<file path="src/rtl/stopwatch_time_counter.sv">
// Stopwatch run control, 100 Hz prescaler and HH:MM:SS.cc BCD counter.
// The lap snapshot and display freeze are built only when STOPWATCH_LAP_EN is defined.
module stopwatch_time_counter #(
  parameter int unsigned CLK_HZ  = 100_000_000,
  parameter int unsigned TICK_HZ = 100,
  parameter int unsigned HR_MAX  = 23
) (
  input  logic       i_clk,
  input  logic       i_rst,
  input  logic       i_start_stop,
  input  logic       i_lap,
  input  logic       i_clear,
  output logic [3:0] o_hr_t,
  output logic [3:0] o_hr_u,
  output logic [3:0] o_min_t,
  output logic [3:0] o_min_u,
  output logic [3:0] o_sec_t,
  output logic [3:0] o_sec_u,
  output logic [3:0] o_cs_t,
  output logic [3:0] o_cs_u,
  output logic       o_running,
  output logic       o_lap_hold,
  output logic       o_wrap
);

  localparam int unsigned DIV = CLK_HZ / TICK_HZ;
  localparam int unsigned PW  = (DIV > 1) ? $clog2(DIV) : 1;
  localparam logic [PW-1:0] PLast = PW'(DIV - 1);
  localparam logic [3:0] HrMaxT = 4'(HR_MAX / 10);
  localparam logic [3:0] HrMaxU = 4'(HR_MAX % 10);

  typedef struct packed {
    logic [3:0] hr_t;
    logic [3:0] hr_u;
    logic [3:0] min_t;
    logic [3:0] min_u;
    logic [3:0] sec_t;
    logic [3:0] sec_u;
    logic [3:0] cs_t;
    logic [3:0] cs_u;
  } digits_t;

  typedef enum logic [1:0] {StIdle, StRun, StPause} state_e;

  state_e         state_q, state_d;
  logic [PW-1:0]  presc_q, presc_d;
  digits_t        cnt_q, cnt_d, adv, disp_d;
  logic           adv_wrap, wrap_d, carry;
  logic           hold_q, hold_d;

`ifdef STOPWATCH_LAP_EN
  digits_t        snap_q, snap_d;
`else
  logic           unused_lap;
  assign unused_lap = i_lap;
`endif

  // Count value one tick ahead; only used when the prescaler is at its last step.
  always_comb begin
    adv      = cnt_q;
    adv_wrap = 1'b0;
    carry    = (presc_q == PLast);
    if (carry) begin
      if (adv.cs_u == 4'd9) adv.cs_u = '0;
      else begin adv.cs_u = adv.cs_u + 4'd1; carry = 1'b0; end
    end
    if (carry) begin
      if (adv.cs_t == 4'd9) adv.cs_t = '0;
      else begin adv.cs_t = adv.cs_t + 4'd1; carry = 1'b0; end
    end
    if (carry) begin
      if (adv.sec_u == 4'd9) adv.sec_u = '0;
      else begin adv.sec_u = adv.sec_u + 4'd1; carry = 1'b0; end
    end
    if (carry) begin
      if (adv.sec_t == 4'd5) adv.sec_t = '0;
      else begin adv.sec_t = adv.sec_t + 4'd1; carry = 1'b0; end
    end
    if (carry) begin
      if (adv.min_u == 4'd9) adv.min_u = '0;
      else begin adv.min_u = adv.min_u + 4'd1; carry = 1'b0; end
    end
    if (carry) begin
      if (adv.min_t == 4'd5) adv.min_t = '0;
      else begin adv.min_t = adv.min_t + 4'd1; carry = 1'b0; end
    end
    if (carry) begin
      if (adv.hr_t == HrMaxT && adv.hr_u == HrMaxU) begin
        adv.hr_t = '0;
        adv.hr_u = '0;
        adv_wrap = 1'b1;
      end else if (adv.hr_u == 4'd9) begin
        adv.hr_u = '0;
        adv.hr_t = adv.hr_t + 4'd1;
      end else begin
        adv.hr_u = adv.hr_u + 4'd1;
      end
    end
  end

  always_comb begin
    state_d = state_q;
    presc_d = presc_q;
    cnt_d   = cnt_q;
    hold_d  = hold_q;
    wrap_d  = 1'b0;
`ifdef STOPWATCH_LAP_EN
    snap_d  = snap_q;
`endif
    // The count advances on every RUN edge, including the edge that pauses.
    if (state_q == StRun) begin
      presc_d = (presc_q == PLast) ? '0 : presc_q + 1'b1;
      cnt_d   = adv;
      wrap_d  = adv_wrap;
    end
    unique case (state_q)
      StIdle: begin
        if (i_start_stop) begin
          state_d = StRun;
          presc_d = '0;
        end
      end
      StRun: begin
        if (i_start_stop) begin
          state_d = StPause;
        end
`ifdef STOPWATCH_LAP_EN
        else if (i_lap) begin
          hold_d = ~hold_q;
          if (!hold_q) snap_d = cnt_q;
        end
`endif
      end
      StPause: begin
        if (i_clear) begin
          state_d = StIdle;
          presc_d = '0;
          cnt_d   = '0;
          hold_d  = 1'b0;
`ifdef STOPWATCH_LAP_EN
          snap_d  = '0;
`endif
        end else if (i_start_stop) begin
          state_d = StRun;
        end
`ifdef STOPWATCH_LAP_EN
        else if (i_lap && hold_q) begin
          hold_d = 1'b0;
        end
`endif
      end
      default: state_d = StIdle;
    endcase
`ifdef STOPWATCH_LAP_EN
    disp_d = hold_d ? snap_d : cnt_d;
`else
    disp_d = cnt_d;
`endif
  end

  always_ff @(posedge i_clk) begin
    if (i_rst) begin
      state_q    <= StIdle;
      presc_q    <= '0;
      cnt_q      <= '0;
      hold_q     <= 1'b0;
`ifdef STOPWATCH_LAP_EN
      snap_q     <= '0;
`endif
      {o_hr_t, o_hr_u, o_min_t, o_min_u, o_sec_t, o_sec_u, o_cs_t, o_cs_u} <= '0;
      o_running  <= 1'b0;
      o_lap_hold <= 1'b0;
      o_wrap     <= 1'b0;
    end else begin
      state_q    <= state_d;
      presc_q    <= presc_d;
      cnt_q      <= cnt_d;
      hold_q     <= hold_d;
`ifdef STOPWATCH_LAP_EN
      snap_q     <= snap_d;
`endif
      {o_hr_t, o_hr_u, o_min_t, o_min_u, o_sec_t, o_sec_u, o_cs_t, o_cs_u} <= disp_d;
      o_running  <= (state_d == StRun);
      o_lap_hold <= hold_d;
      o_wrap     <= wrap_d;
    end
  end

endmodule

</file>
<file path="config.mk">
export PLATFORM = sky130hd
export DESIGN_NAME = stopwatch_time_counter
export DESIGN_NICKNAME = d
export VERILOG_FILES = /design/src/rtl/stopwatch_time_counter.sv
export SDC_FILE = /design/constraint.sdc
export NUM_CORES = 1
export LEC_CHECK = 0
export CORE_ASPECT_RATIO = 1.2
export CORE_UTILIZATION = 34
export DETAILED_ROUTE_END_ITERATION = 7
export MAX_ROUTING_LAYER = met4
export PLACE_DENSITY_LB_ADDON = 0.25
export SLEW_MARGIN = 20
export SYNTH_ARGS = -nofsm -noshare
export SYNTH_HDL_FRONTEND = slang
export SYNTH_SLANG_ARGS = --single-unit
</file>
<file path="constraint.sdc">
create_clock -name i_clk -period 2.8 [get_ports i_clk]
set_input_delay 0.56 -clock i_clk [delete_from_list [all_inputs] [get_ports i_clk]]
set_output_delay 0.56 -clock i_clk [all_outputs]
set_load 0.01 [all_outputs]
</file>
### Yosys cells after proc, flatten, opt, wreduce, memory -nomap -nowiden

Index checks and enable logic that the tools add are counted.

| operators by class | value |
|---|---|
| multiplexer cells | 41 |
| add/subtract/negate cells | 9 |
| bitwise logic cells | 2 |
| reductions and logical operators | 3 |
| equal/unequal tests | 13 |

Operators with widths:

| cell | count |
|---|---|
| $mux W32 | 3 |
| $mux W20 | 4 |
| $mux W4 | 14 |
| $pmux W20 S2 | 1 |
| $add A4 B1 Y4 const B | 8 |
| $add A20 B1 Y20 const B | 1 |
| $eq A20 B20 Y1 const B | 1 |
| $eq A4 B4 Y1 const B | 5 |
| $mux W8 | 2 |
| $mux W1 | 13 |
| $eq A4 B2 Y1 const B | 2 |
| $eq A4 B3 Y1 const B | 2 |
| $mux W2 | 3 |
| $pmux W2 S3 | 1 |
| $eq A2 B1 Y1 const B | 2 |
| $reduce_or A3 Y1 | 1 |
| $eq A2 B2 Y1 const B | 1 |
| $logic_not A2 Y1 | 1 |
| $not A1 Y1 | 2 |
| $logic_and A1 B1 Y1 | 1 |

| word-level totals | value |
|---|---|
| input port bits | 5 |
| register bits | 56 |
| logic and storage cells | 80 |
| output and inout port bits | 35 |

### Logic depth before layout (Yosys ltp)

Gate-level depths: netlist of run 1.

| depth | value |
|---|---|
| word-level depth | 12 |
| gate-level depth with buffers | 9 |
| depth with buffers taken out | 7 |

### Worst setup path after synthesis of run 1

Ideal clock, no wire load.

| timing | value |
|---|---|
| path type | reg2reg |
| start point | reg presc_q[13] |
| end point | reg cnt_q[26] (netlist bit) |
| setup time | 0.070 ns |
| slack | 0.098 ns |
| arrival | 2.632 ns |
| cell stages (with the launch flop) | 7 |
| cells stage by stage | dfxtp_1 -> or4b_1 -> or4_1 -> or4_1 -> clkbuf_1 -> or4_1 -> a21oi_1 |

| between the ends | value |
|---|---|
| word-level cells in the longest chain between the ends | 11 |

RTL lines:

| element | line | text |
|---|---|---|
| start: declaration | 46 | `logic [PW-1:0] presc_q, presc_d;` |
| start signal: assignment | 176 | `presc_q <= presc_d;` |
| $eq A20 B20 Y1 (*) | 62 | `carry = (presc_q == PLast);` |
| $mux W1 (*) | 63 | `if (carry) begin` |
| $mux W1 (*) | 67 | `if (carry) begin` |
| $mux W1 (*) | 71 | `if (carry) begin` |
| $mux W1 (*) | 75 | `if (carry) begin` |
| $mux W1 (*) | 79 | `if (carry) begin` |
| $mux W1 (*) | 83 | `if (carry) begin` |
| $mux W8 (*) | 87 | `if (carry) begin` |
| $mux W32 (*) | 111 | `if (state_q == StRun) begin` |
| $mux W32 | 135 | `if (i_clear) begin` |
| $mux W32 (*) | 116 | `unique case (state_q)` |
| end signal: assignment | 177 | `cnt_q <= cnt_d;` |
| end: declaration | 47 | `digits_t cnt_q, cnt_d, adv, disp_d;` |

Every way passes the cells marked *; elsewhere a longest branch is shown, timed or not.
A chain may end at the register's enable or synchronous reset.

### Final worst setup path of run 1

| timing | value |
|---|---|
| start point | reg presc_q[10] |
| end point | reg cnt_q[26] (netlist bit) |

Same word-level chain as after synthesis.

==> metrics.md, run 1 <==
| Metric | Value |
|---|---|
| Outcome | complete, but fails checks |
| Failing checks | DRC |
| PD cells | approximately 400 nW/µm² |
| Yosys reg bits | 56 |
| Sequential share of power | between 50 and 60% |
| Core region area | around 7800 µm² |
| Dpl cell area | 3330 µm² |
| Filler instances | 762 |
| Unrepaired setup endpoints after global routing | no |
| First-pass GRT wire length | 10,300 µm |
| H-tree depth | 2 |
| Initial Util | a little over a third |
| Iter 0 DRT Violations | between 100 and 150 |
| Antenna violations before repair | 0 |
| Max-cap violations | 0 |
| Slew margin rel. | a little over half |
| NetSw | 0.309 mW |
| Crit path launch type | register |
| Internal power | 1.08 mW |
| Dominant cell type by area after synthesis | dfxtp_1 |
| Comb pwr share | roughly 3.0% |
| CP Data Arrival Time | around 3.0 ns |
| I/O Buffers | 37 |
| Largest net degree at the start of global routing | 30 |
| Clk_lat worst skew | 0.32 ns |
| Diode count | 0 |
| Critical path class | reg -> reg |
| Worst vdd ir | 0.225 mV |
| CTS clk-pin slew, worst paths | between 0.1 and 0.15 ns |
| Worst slack, placed | -0.0145 ns |
| CP max-delay cell | or4_4 |
| Sequential Area | 1120 µm² |
| Top Ports | 40 |
| Vias per inst | between 5 and 6 |
| Final ANT Viol Nets | 0 |
| Die Y | ~100 µm |
| Max stage delay on crit path | 0.55 ns |
| CP cell instances | or4_4, or4_4, or4_4, buf_8, or4_1, a21oi_1 |
| GRT overflow | 0 |
| Die width | about 84 µm |
| Crit. End Element | register |
| Clk pwr share | just under 40% |
| Vias | between 2,000 and 2,500 |
| Dpl cells | 473 |
| P_leak | roughly 1.1 nW |
| # DRC | 12 |
| Final Cell Area | between 3000 and 4000 µm² |
| Synth cell count leaders | dfxtp_1 (56), nor2_1 (48), nand2_1 (31) |
| Die Area | approximately 8400 µm² |
| Synth Instances | 336 |
| Count of flip-flops with a built-in enable after synthesis | 0 |
| Final std cells w/o fill | between 400 and 500 |
| Total track usage | 15.5% |
| Hold WC Path Type | reg -> reg |
| Routed length per instance | around 12 µm |
| Layout cells sized above 1 | between 10 and 15% |
| Largest cells by area after synthesis | dfxtp_1 (41%), nor2_1 (6.6%), xnor2_1 (5.7%) |
| Sink count of the clock tree | 56 |
| Vias in the first global route | between 2,000 and 2,500 |
| TritonCTS Buffers | 5 |
| Minimum clock period | roughly 2.7 ns |
| Final hold slack | about 0.5 ns |
| GPL Wtd Cong | 0.836 |
| Fmax | between 300 and 400 MHz |
| Final worst slack | 0.0753 ns |
| Most used cell, CP | or4_4 |
| Net Count, Synth | between 300 and 400 |
| FP Rows | 35 |
| Synthesized area per cell | 8.17 µm² |
| Final net count | 399 |
| Synth warn | 0 |
| Final setup skew | approximately 0.014 ns |
| Setup TNS | 0 ns |
| Fin crit share | between 90 and 100% |
| Post-synthesis instance area | between 2000 and 3000 µm² |
| Setup-failing EPs final | 0 |
| Fraction of synthesized cell area taken by the top area cell type | 40.8% |
| DRT Wirelength | about 5900 µm |
| CTS Buffer Depth | 2 |
| Hold buffers post-CTS | 0 |
| Post-synthesis sequential area ratio | around two fifths |
| Area of the multi-input gates | 1550 µm² |
| Ys flop type | dfxtp_1 |
| Switching Share | between 20% and 30% |
| Drt first pass iters | 6 |
| CP max FO | 8 |
| Slew @ Worst Pin | between 0.6 and 0.7 ns |
| Slew Limit Fails | 0 |
| Layout Area Growth over Synthesis | 27.7% |
| Root Buffer Master | clkbuf_8 |
| Dpl hpwl | 4210 µm |
| Asr flop ratio synth | 0% |
| Synth cell types | between 40 and 50 |
| Most common cell in the netlist | dfxtp_1 |
| Hold Vio Cnt, Final | 0 |
| Req. time, crit path | 3.06 ns |
| CTS tree | built |
==> per-layer routing <==
metal	track usage (%)	part of all wire, %	wire length (µm)
met1	18.5	48	2840
met4	5.31	1.6	94
met2	26.0	47	2780
met3	3.19	2.9	173
met5	-	0	0
==> cells by family (layout without fill, tap and decap cells) <==
logic type                 after synthesis  count (layout)  share of synthesized area [%]
and+or+nand+nor                        170             170                           32.9
xor gates and xnor gates                26              26                           8.29
AOI/OAI and AO/OA                       47              47                           9.70
buffers and inverters                   25              79                           3.64
DFF                                     56              56                           40.8
muxes                                    6               6                           2.19
other                                    1               1                          0.137
adders and majority gates                5               5                           2.28
==> placed cells by master, fill, tap and decap left out, types with 4 or more instances in the layout <==
| master | n |
|---|---|
| dfxtp_1 | 54 |
| nor2_1 | 48 |
| clkdlybuf4s50_1 | 37 |
| nand2_1 | 31 |
| a21oi_1 | 23 |
| buf_4 | 19 |
| xnor2_1 | 18 |
| inv_1 | 13 |
| o21ai_0 | 13 |
| nand3_1 | 11 |
| nor3_1 | 10 |
| or3_1 | 9 |
| nor2b_1 | 8 |
| nand4_1 | 8 |
| or4_1 | 8 |
| xor2_1 | 8 |
| nor4_1 | 7 |
| mux2i_1 | 6 |
| ha_1 | 5 |
| clkbuf_8 | 5 |
| or4_4 | 4 |
| nor4bb_1 | 4 |
| o31ai_1 | 4 |
==> timing repair <==
action	4_1_cts	5_1_grt
gates cloned	0	1
endpoints found under the setup margin	1	6
setup buffers	0	0
gates resized for setup	3	7
pin swaps	0	4
==> worst paths after layout <==
kind,slack [ns],to,cells past startpoint,startpoint
setup / recovery,0.08,cnt_q[26],6,presc_q[10]
hold / removal,0.50,cnt_q[31],2,cnt_q[31]
setup reg to reg,0.08,cnt_q[26],6,presc_q[10]
hold reg to reg,0.50,cnt_q[31],2,cnt_q[31]
==> power groups by stage <==
| stage | registers, mW | clock network [mW] | logic, mW |
|---|---|---|---|
| after global placement | 0.822 | 0 | 0.0426 |
| final | 0.803 | 0.547 | 0.0424 |
| after detailed placement | 0.822 | 0 | 0.0430 |
| after global routing | 0.804 | 0.600 | 0.0471 |
| after CTS | 0.804 | 0.565 | 0.0430 |
| after floorplan | 0.821 | 0 | 0.0266 |
==> sequential cells by signal (all words and copies together), names as in the netlist <==
| name | cells |
|---|---|
| presc_q | 20 |
| cnt_q | 32 |
| o_wrap | 1 |
| o_running | 1 |
| state_q | 2 |
==> area by class of cell <==
class	count	share of cell area, %
inverter	13	1.39
timing repair buffer	58	15.8
multi-input combinational	255	44.3
clock buffer	5	1.96
clock inverter	3	1.32
tap	92	3.28
sequential	56	32.0
==> worst max-delay path, delay by kind of cell, from the launching register on <==
family                 cells  cell delay [ns]
AO/OA/AOI/OAI              1             0.12
buffers and inverters      1             0.16
flip-flops                 1             0.32
AND/OR/NAND/NOR            4             2.08
==> through the flow <==
step / total power, mW / util (%)
after floorplan: 0.848 / -
after global placement: 0.864 / 43.0
after detailed placement: 0.865 / 43.0
after CTS: 1.41 / 44.6
after global routing: 1.45 / 45.3
final: 1.39 / 45.3
Power figures use the tool's default switching activity.
==> run 2, diff against run 1 <==
- PLACE_DENSITY: default -> 0.66
- PLACE_DENSITY_LB_ADDON: 0.25 -> default
==> metrics.md, run 2 (synthesis results as in run 1) <==
| Metric | Value |
|---|---|
| Util after Layout | 45.3% (+0.048 points) |
| Crit. End Element | register |
| Hold WC Path Type | reg -> reg |
| Final std cells w/o fill | 485 (+0.62%) |
| CP delay by family, top | simple AND/OR/NAND/NOR gates |
| DRT Wirelength | 6060 µm (+2.8%) |
| Hold buffers post-CTS | 0 (unchanged) |
| Clk_lat worst skew | 0.31 ns (about the same) |
| Vias | 2,507 (+2.2%) |
| I/O Buffers | 37 (unchanged) |
| Hold path cells | 2 (unchanged) |
| Failing checks | DRC |
| Biggest regs | cnt_q x32, presc_q x20, state_q x2 |
| CTS clk-pin slew, worst paths | 0.11 ns (about the same) |
| Clk pwr share | 40.0% (+0.7 points) |
| FP Rows | 35 (unchanged) |
| Internal power | 1.11 mW (+2.4%) |
| Iter 0 DRT Violations | 108 (-26%) |
| Most frequent cells in the layout | dfxtp_1 (54), nor2_1 (48), clkdlybuf4s50_1 (37) |
| Drt first pass iters | 8 (+2) |
| Final hold slack | 0.513 ns (+0.0114 ns) |
| Core region area | 7750 µm² (unchanged) |
| Total track usage | 14.8% (-0.65 points) |
| Slew margin rel. | 59.0% (+4.8 points) |
| CTS Buffer Depth | 2 (unchanged) |
| CP cell instances | or4_4, or4_4, buf_4, or3_1, or4_1, a21oi_1 |
| R2r worst-path depth | 6 (unchanged) |
| Biggest register | cnt_q |
| Layout cells sized above 1 | 11.5% (+0.42 points) |
| Die Y | 100 µm (unchanged) |
| Switching Share | 21.5% (-0.71 points) |
| Worst path buffer plus inverter count | 1 (unchanged) |
| # DRC | 7 (-5) |
| Setup TNS | 0 ns (unchanged) |
| Max FFs per register | 32 (unchanged) |
| Max stage delay on crit path | 0.55 ns (about the same) |
| Slew Limit Fails | 0 (unchanged) |
| FF-to-FF setup slack | 0.06 ns (about the same) |
| Outcome | complete, but fails checks |
| Comb pwr share | 3.2% (+0.2 points) |
| CP max FO | 10 (+2) |
| Dpl cell area | 3330 µm² (unchanged) |
| GRT met2 Usage | 26.3% (+0.25 points) |
| Final ANT Viol Nets | 0 (unchanged) |
| CTS tree | built |
| Diode count | 0 (unchanged) |
| Power consumption | 1.41 mW (+1.4%) |
| Sink count of the clock tree | 56 (unchanged) |
| Dpl cells | 473 (unchanged) |
| CP Data Arrival Time | 2.99 ns (about the same) |
| Slew @ Worst Pin | 0.613 ns (-0.0724 ns) |
| Most Used Layer, Global Route | met2 |
| Worst slack, placed | -0.00119 ns (+0.0133 ns) |
| Sequential share of power | 56.8% (-0.9 points) |
| Final worst slack | 0.0626 ns (-0.0127 ns) |
| Layout Area Growth over Synthesis | 27.9% |
| Fin crit share | 97.8% (+0.45 points) |
| Max-cap violations | 0 (unchanged) |
| PD cells | 402 nW/µm² (+1.3%) |
| Die width | 84.0 µm (unchanged) |
| Critical path depth in cells | 6 (unchanged) |
| Final Cell Area | 3510 µm² (+0.11%) |
| P_leak | 1.12 nW (+0.47%) |
| Filler instances | 747 (-2.0%) |
| Top Ports | 40 (unchanged) |
| Grt met1 use | 17.3% (-1.2 points) |
| Vias per inst | 5.17 (+1.6%) |
| Final setup skew | 0.0126 ns (-0.00116 ns) |
| Most common cell after layout, fill and taps aside | dfxtp_1 |
| TritonCTS Buffers | 5 (unchanged) |
| Largest net degree at the start of global routing | 21 (-30%) |
| Initial Util | 35.4% (unchanged) |
| Req. time, crit path | 3.05 ns (about the same) |
| Met3 usage | 2.46% (-0.74 points) |
| H-tree depth | 2 (unchanged) |
| Routed length per instance | 12.5 µm (+2.1%) |
| NetSw | 0.303 mW (-1.8%) |
| Most used cell, CP | or4_4 |
| Worst vdd ir | 0.239 mV (+6.5%) |
| GRT overflow | 0 (unchanged) |
| Setup-failing EPs final | 0 (unchanged) |
| GPL Wtd Cong | 0.791 (-5.5%) |
| Final net count | 402 (+0.75%) |
| Die Area | 8440 µm² (unchanged) |
| Crit path launch type | register |
| Hold Vio Cnt, Final | 0 (unchanged) |
| First-pass GRT wire length | 9960 µm (-2.9%) |
| Fmax | 365 MHz (-0.46%) |
| Dpl hpwl | 4370 µm (+3.8%) |
| Minimum clock period | 2.74 ns (+0.0127 ns) |
| Vias in the first global route | 2,196 (-2.6%) |
| Antenna violations before repair | 0 (unchanged) |
| Root Buffer Master | clkbuf_8 |
| CP max-delay cell | or4_4 |
| Critical path class | reg -> reg |
==> run 2: what timing repair did <==
item,CTS,global route
setup endpoints to repair,1,8
buffers inserted,0,4
gates resized for setup,2,7
pin swaps,0,2
==> run 2: cell type report <==
| type | count | area [µm²] | share of cell area, % |
|---|---|---|---|
| tap | 92 | 115 | 3.28 |
| clock buffer | 6 | 82.6 | 2.35 |
| inverter | 13 | 48.8 | 1.39 |
| sequential | 56 | 1120 | 32.0 |
| timing repair buffer | 61 | 556 | 15.8 |
| multi-input combinational | 255 | 1550 | 44.1 |
| clock inverter | 2 | 38.8 | 1.10 |
==> run 2: power by group through the flow <==
stage,Sequential (mW),Combinational [mW],Clock [mW]
after global placement,0.822,0.0452,0
after detailed placement,0.822,0.0456,0
final,0.803,0.0451,0.565
after CTS,0.804,0.0453,0.583
after floorplan,0.821,0.0266,0
after global routing,0.804,0.0507,0.610
==> run 2: path summary, 6_finish.rpt <==
check | startpoint | to
max reg2reg | presc_q[12] | cnt_q[21]
max | presc_q[12] | cnt_q[21]
min reg2reg | cnt_q[31] | cnt_q[31]
min | cnt_q[31] | cnt_q[31]
==> run 2: tightest hold or removal path, cell delays in order (launching register included) <==
cell and delay, ns:
dfxtp_1 0.35, o31ai_1 0.07, a21oi_1 0.06
==> run 2: routing by layer <==
layer	vias to the layer above	part of all wire [%]
li1	1292	-
met1	1184	47
met2	26	50
met3	5	2.3
met4	0	0.91
met5	-	0
==> run 3, diff against run 2 <==
- DONT_BUFFER_PORTS: default -> 1
- PLACE_DENSITY: 0.66 -> 0.6
- SKIP_CTS_REPAIR_TIMING: default -> 1
==> metrics.md, run 3 (synthesis results as in run 1) <==
| Metric | Value |
|---|---|
| Initial Util | 35.4% (unchanged) |
| Slew @ Worst Pin | 0.490 ns (-0.123 ns) |
| Setup-failing EPs final | 0 (unchanged) |
| Dpl cells | 453 (-4.2%) |
| Power consumption | 1.30 mW (-7.8%) |
| Outcome | complete, but fails checks |
| Most used cell, CP | or4_4 |
| CP max FO | 10 (unchanged) |
| Top Ports | 40 (unchanged) |
| Dpl hpwl | 4410 µm (+0.77%) |
| Most frequent cells in the layout | dfxtp_1 (56), nor2_1 (48), buf_4 (37) |
| Vias | 2,411 (-3.8%) |
| Critical path class | reg -> reg |
| Crit path launch type | register |
| Area of the multi-input gates | 1550 µm² (about the same) |
| R2r endpoint | cnt_q[12] |
| Failing checks | DRC |
| Hold WC Path Type | in -> reg |
| Hold endpoint | o_running |
| Req. time, crit path | 3.05 ns (about the same) |
| Layout cells sized above 1 | 14.9% (+3.5 points) |
| P_leak | 1.05 nW (-6.4%) |
| Routed length per instance | 13.0 µm (+3.7%) |
| Min-delay src | i_rst |
| CP Data Arrival Time | 2.96 ns (-0.03 ns) |
| Util after Layout | 41.4% (-4.0 points) |
| CP delay by family, top | simple AND/OR/NAND/NOR gates |
| CTS tree | built |
| H-tree depth | 2 (unchanged) |
| Die Area | 8440 µm² (unchanged) |
| Final Cell Area | 3210 µm² (-8.7%) |
| CTS clk-pin slew, worst paths | 0.10 ns (about the same) |
| Biggest regs | cnt_q x32, presc_q x20, state_q x2 |
| Diode count | 0 (unchanged) |
| Final setup skew | 0.00867 ns (-0.00389 ns) |
| Hold Vio Cnt, Final | 0 (unchanged) |
| Slew Limit Fails | 0 (unchanged) |
| First-pass GRT wire length | 10,300 µm (+3.3%) |
| Root Buffer Master | clkbuf_8 |
| Max FFs per register | 32 (unchanged) |
| Filler instances | 785 (+5.1%) |
| Fin crit share | 96.8% (-1.0 points) |
| FF-to-FF setup slack | 0.09 ns (+0.03 ns) |
| GRT overflow | 0 (unchanged) |
| R2r worst-path depth | 6 (unchanged) |
| Final net count | 378 (-6.0%) |
| I/O Buffers | 0 (-100%) |
| Setup TNS | 0 ns (unchanged) |
| Layout Area Growth over Synthesis | 16.7% |
| Crit. End Element | register |
| Clk_lat worst skew | 0.31 ns (about the same) |
| Sink count of the clock tree | 56 (unchanged) |
| Worst path buffer plus inverter count | 1 (unchanged) |
| Hold path cells | 1 (-1) |
| TritonCTS Buffers | 5 (unchanged) |
| CTS Buffer Depth | 2 (unchanged) |
| Dpl cell area | 3090 µm² (-7.3%) |
| CP max-delay cell | or4_4 |
| # DRC | 4 (-3) |
| Vias in the first global route | 2,314 (+5.4%) |
| Antenna violations before repair | 0 (unchanged) |
| Max stage delay on crit path | 0.57 ns (+0.02 ns) |
| Worst vdd ir | 0.193 mV (-19%) |
| Fmax | 369 MHz (+1.0%) |
| FP Rows | 35 (unchanged) |
| Sequential Area | 1120 µm² (-0.22%) |
| Largest net degree at the start of global routing | 34 (+62%) |
| Drt first pass iters | 6 (-2) |
| Vias per inst | 5.23 (+1.2%) |
| Minimum clock period | 2.71 ns (-0.0282 ns) |
| Iter 0 DRT Violations | 110 (+1.9%) |
| Reg-to-Reg Start | presc_q[13] |
| Final ANT Viol Nets | 0 (unchanged) |
| CP cell instances | or4b_1, or4_4, buf_4, or4_4, or3_1, a21oi_2 |
| GPL Wtd Cong | 0.820 (+3.8%) |
| Max-cap violations | 0 (unchanged) |
| Die Y | 100 µm (unchanged) |
| Biggest register | cnt_q |
| PD cells | 406 nW/µm² (+0.97%) |
| Core region area | 7750 µm² (unchanged) |
| Die width | 84.0 µm (unchanged) |
| Most common cell after layout, fill and taps aside | dfxtp_1 |
| DRT Wirelength | 5970 µm (-1.4%) |
| Total track usage | 15.3% (+0.46 points) |
| Final std cells w/o fill | 461 (-4.9%) |
| Slew margin rel. | 66.9% (+7.9 points) |
## run 3: cell types whose count changed in the layout (fill, tap and decap cells not counted), sizes merged
| cell | change |
|---|---|
| buf | +13 |
| bufinv | -1 |
| clkbuf | +1 |
| clkdlybuf4s50 | -37 |
| clkinv | -1 |
| clkinvlp | +1 |
## run 3: worst register-to-register path, cell delays in order, from the launching register on
cell and delay [ns]:
dfxtp_1 0.32, or4b_1 0.55, or4_4 0.57, buf_4 0.19, or4_4 0.52, or3_1 0.38
a21oi_2 0.13
## run 3: final cells by class
type	count	area share [%]
Multi-Input combinational cell	255	48.3
Clock inverter	1	0.234
Sequential cell	56	35.0
Timing Repair Buffer	37	8.67
Tap cell	92	3.59
Clock buffer	7	2.69
Inverter	13	1.52
## run 3: worst max path at each step
stage | from | to | cells after the start
2_1_floorplan | presc_q[13] | cnt_q[26] | 6
3_3_place_gp | presc_q[13] | cnt_q[27] | 6
3_5_place_dp | presc_q[13] | cnt_q[27] | 6
4_1_cts | presc_q[13] | cnt_q[25] | 6
5_1_grt | presc_q[13] | cnt_q[12] | 6
6_report | presc_q[13] | cnt_q[12] | 6
## run 3: metrics by stage
stage / hold slack, ns / worst slack, ns
after floorplan: 0.479 / 0.0975
after global routing: 0.278 / -0.0129
after CTS: 0.294 / -0.0563
final: 0.307 / 0.0908
after detailed placement: 0.521 / -0.0481
after global placement: 0.496 / -0.0133
## run 3: routing by layer
metal / track usage (%) / up-vias / share of wire [%]
li1: - / 1242 / -
met1: 17.3 / 1128 / 46
met2: 26.9 / 36 / 48
met3: 3.93 / 5 / 4.3
met4: 3.98 / 0 / 0.95
met5: - / - / 0
## run 3: power by group
group	switching, mW	internal (mW)	total [mW]
registers	0.00431	0.800	0.804
clock network	0.261	0.202	0.463
logic	0.0243	0.0108	0.0351
total	0.290	1.01	1.30
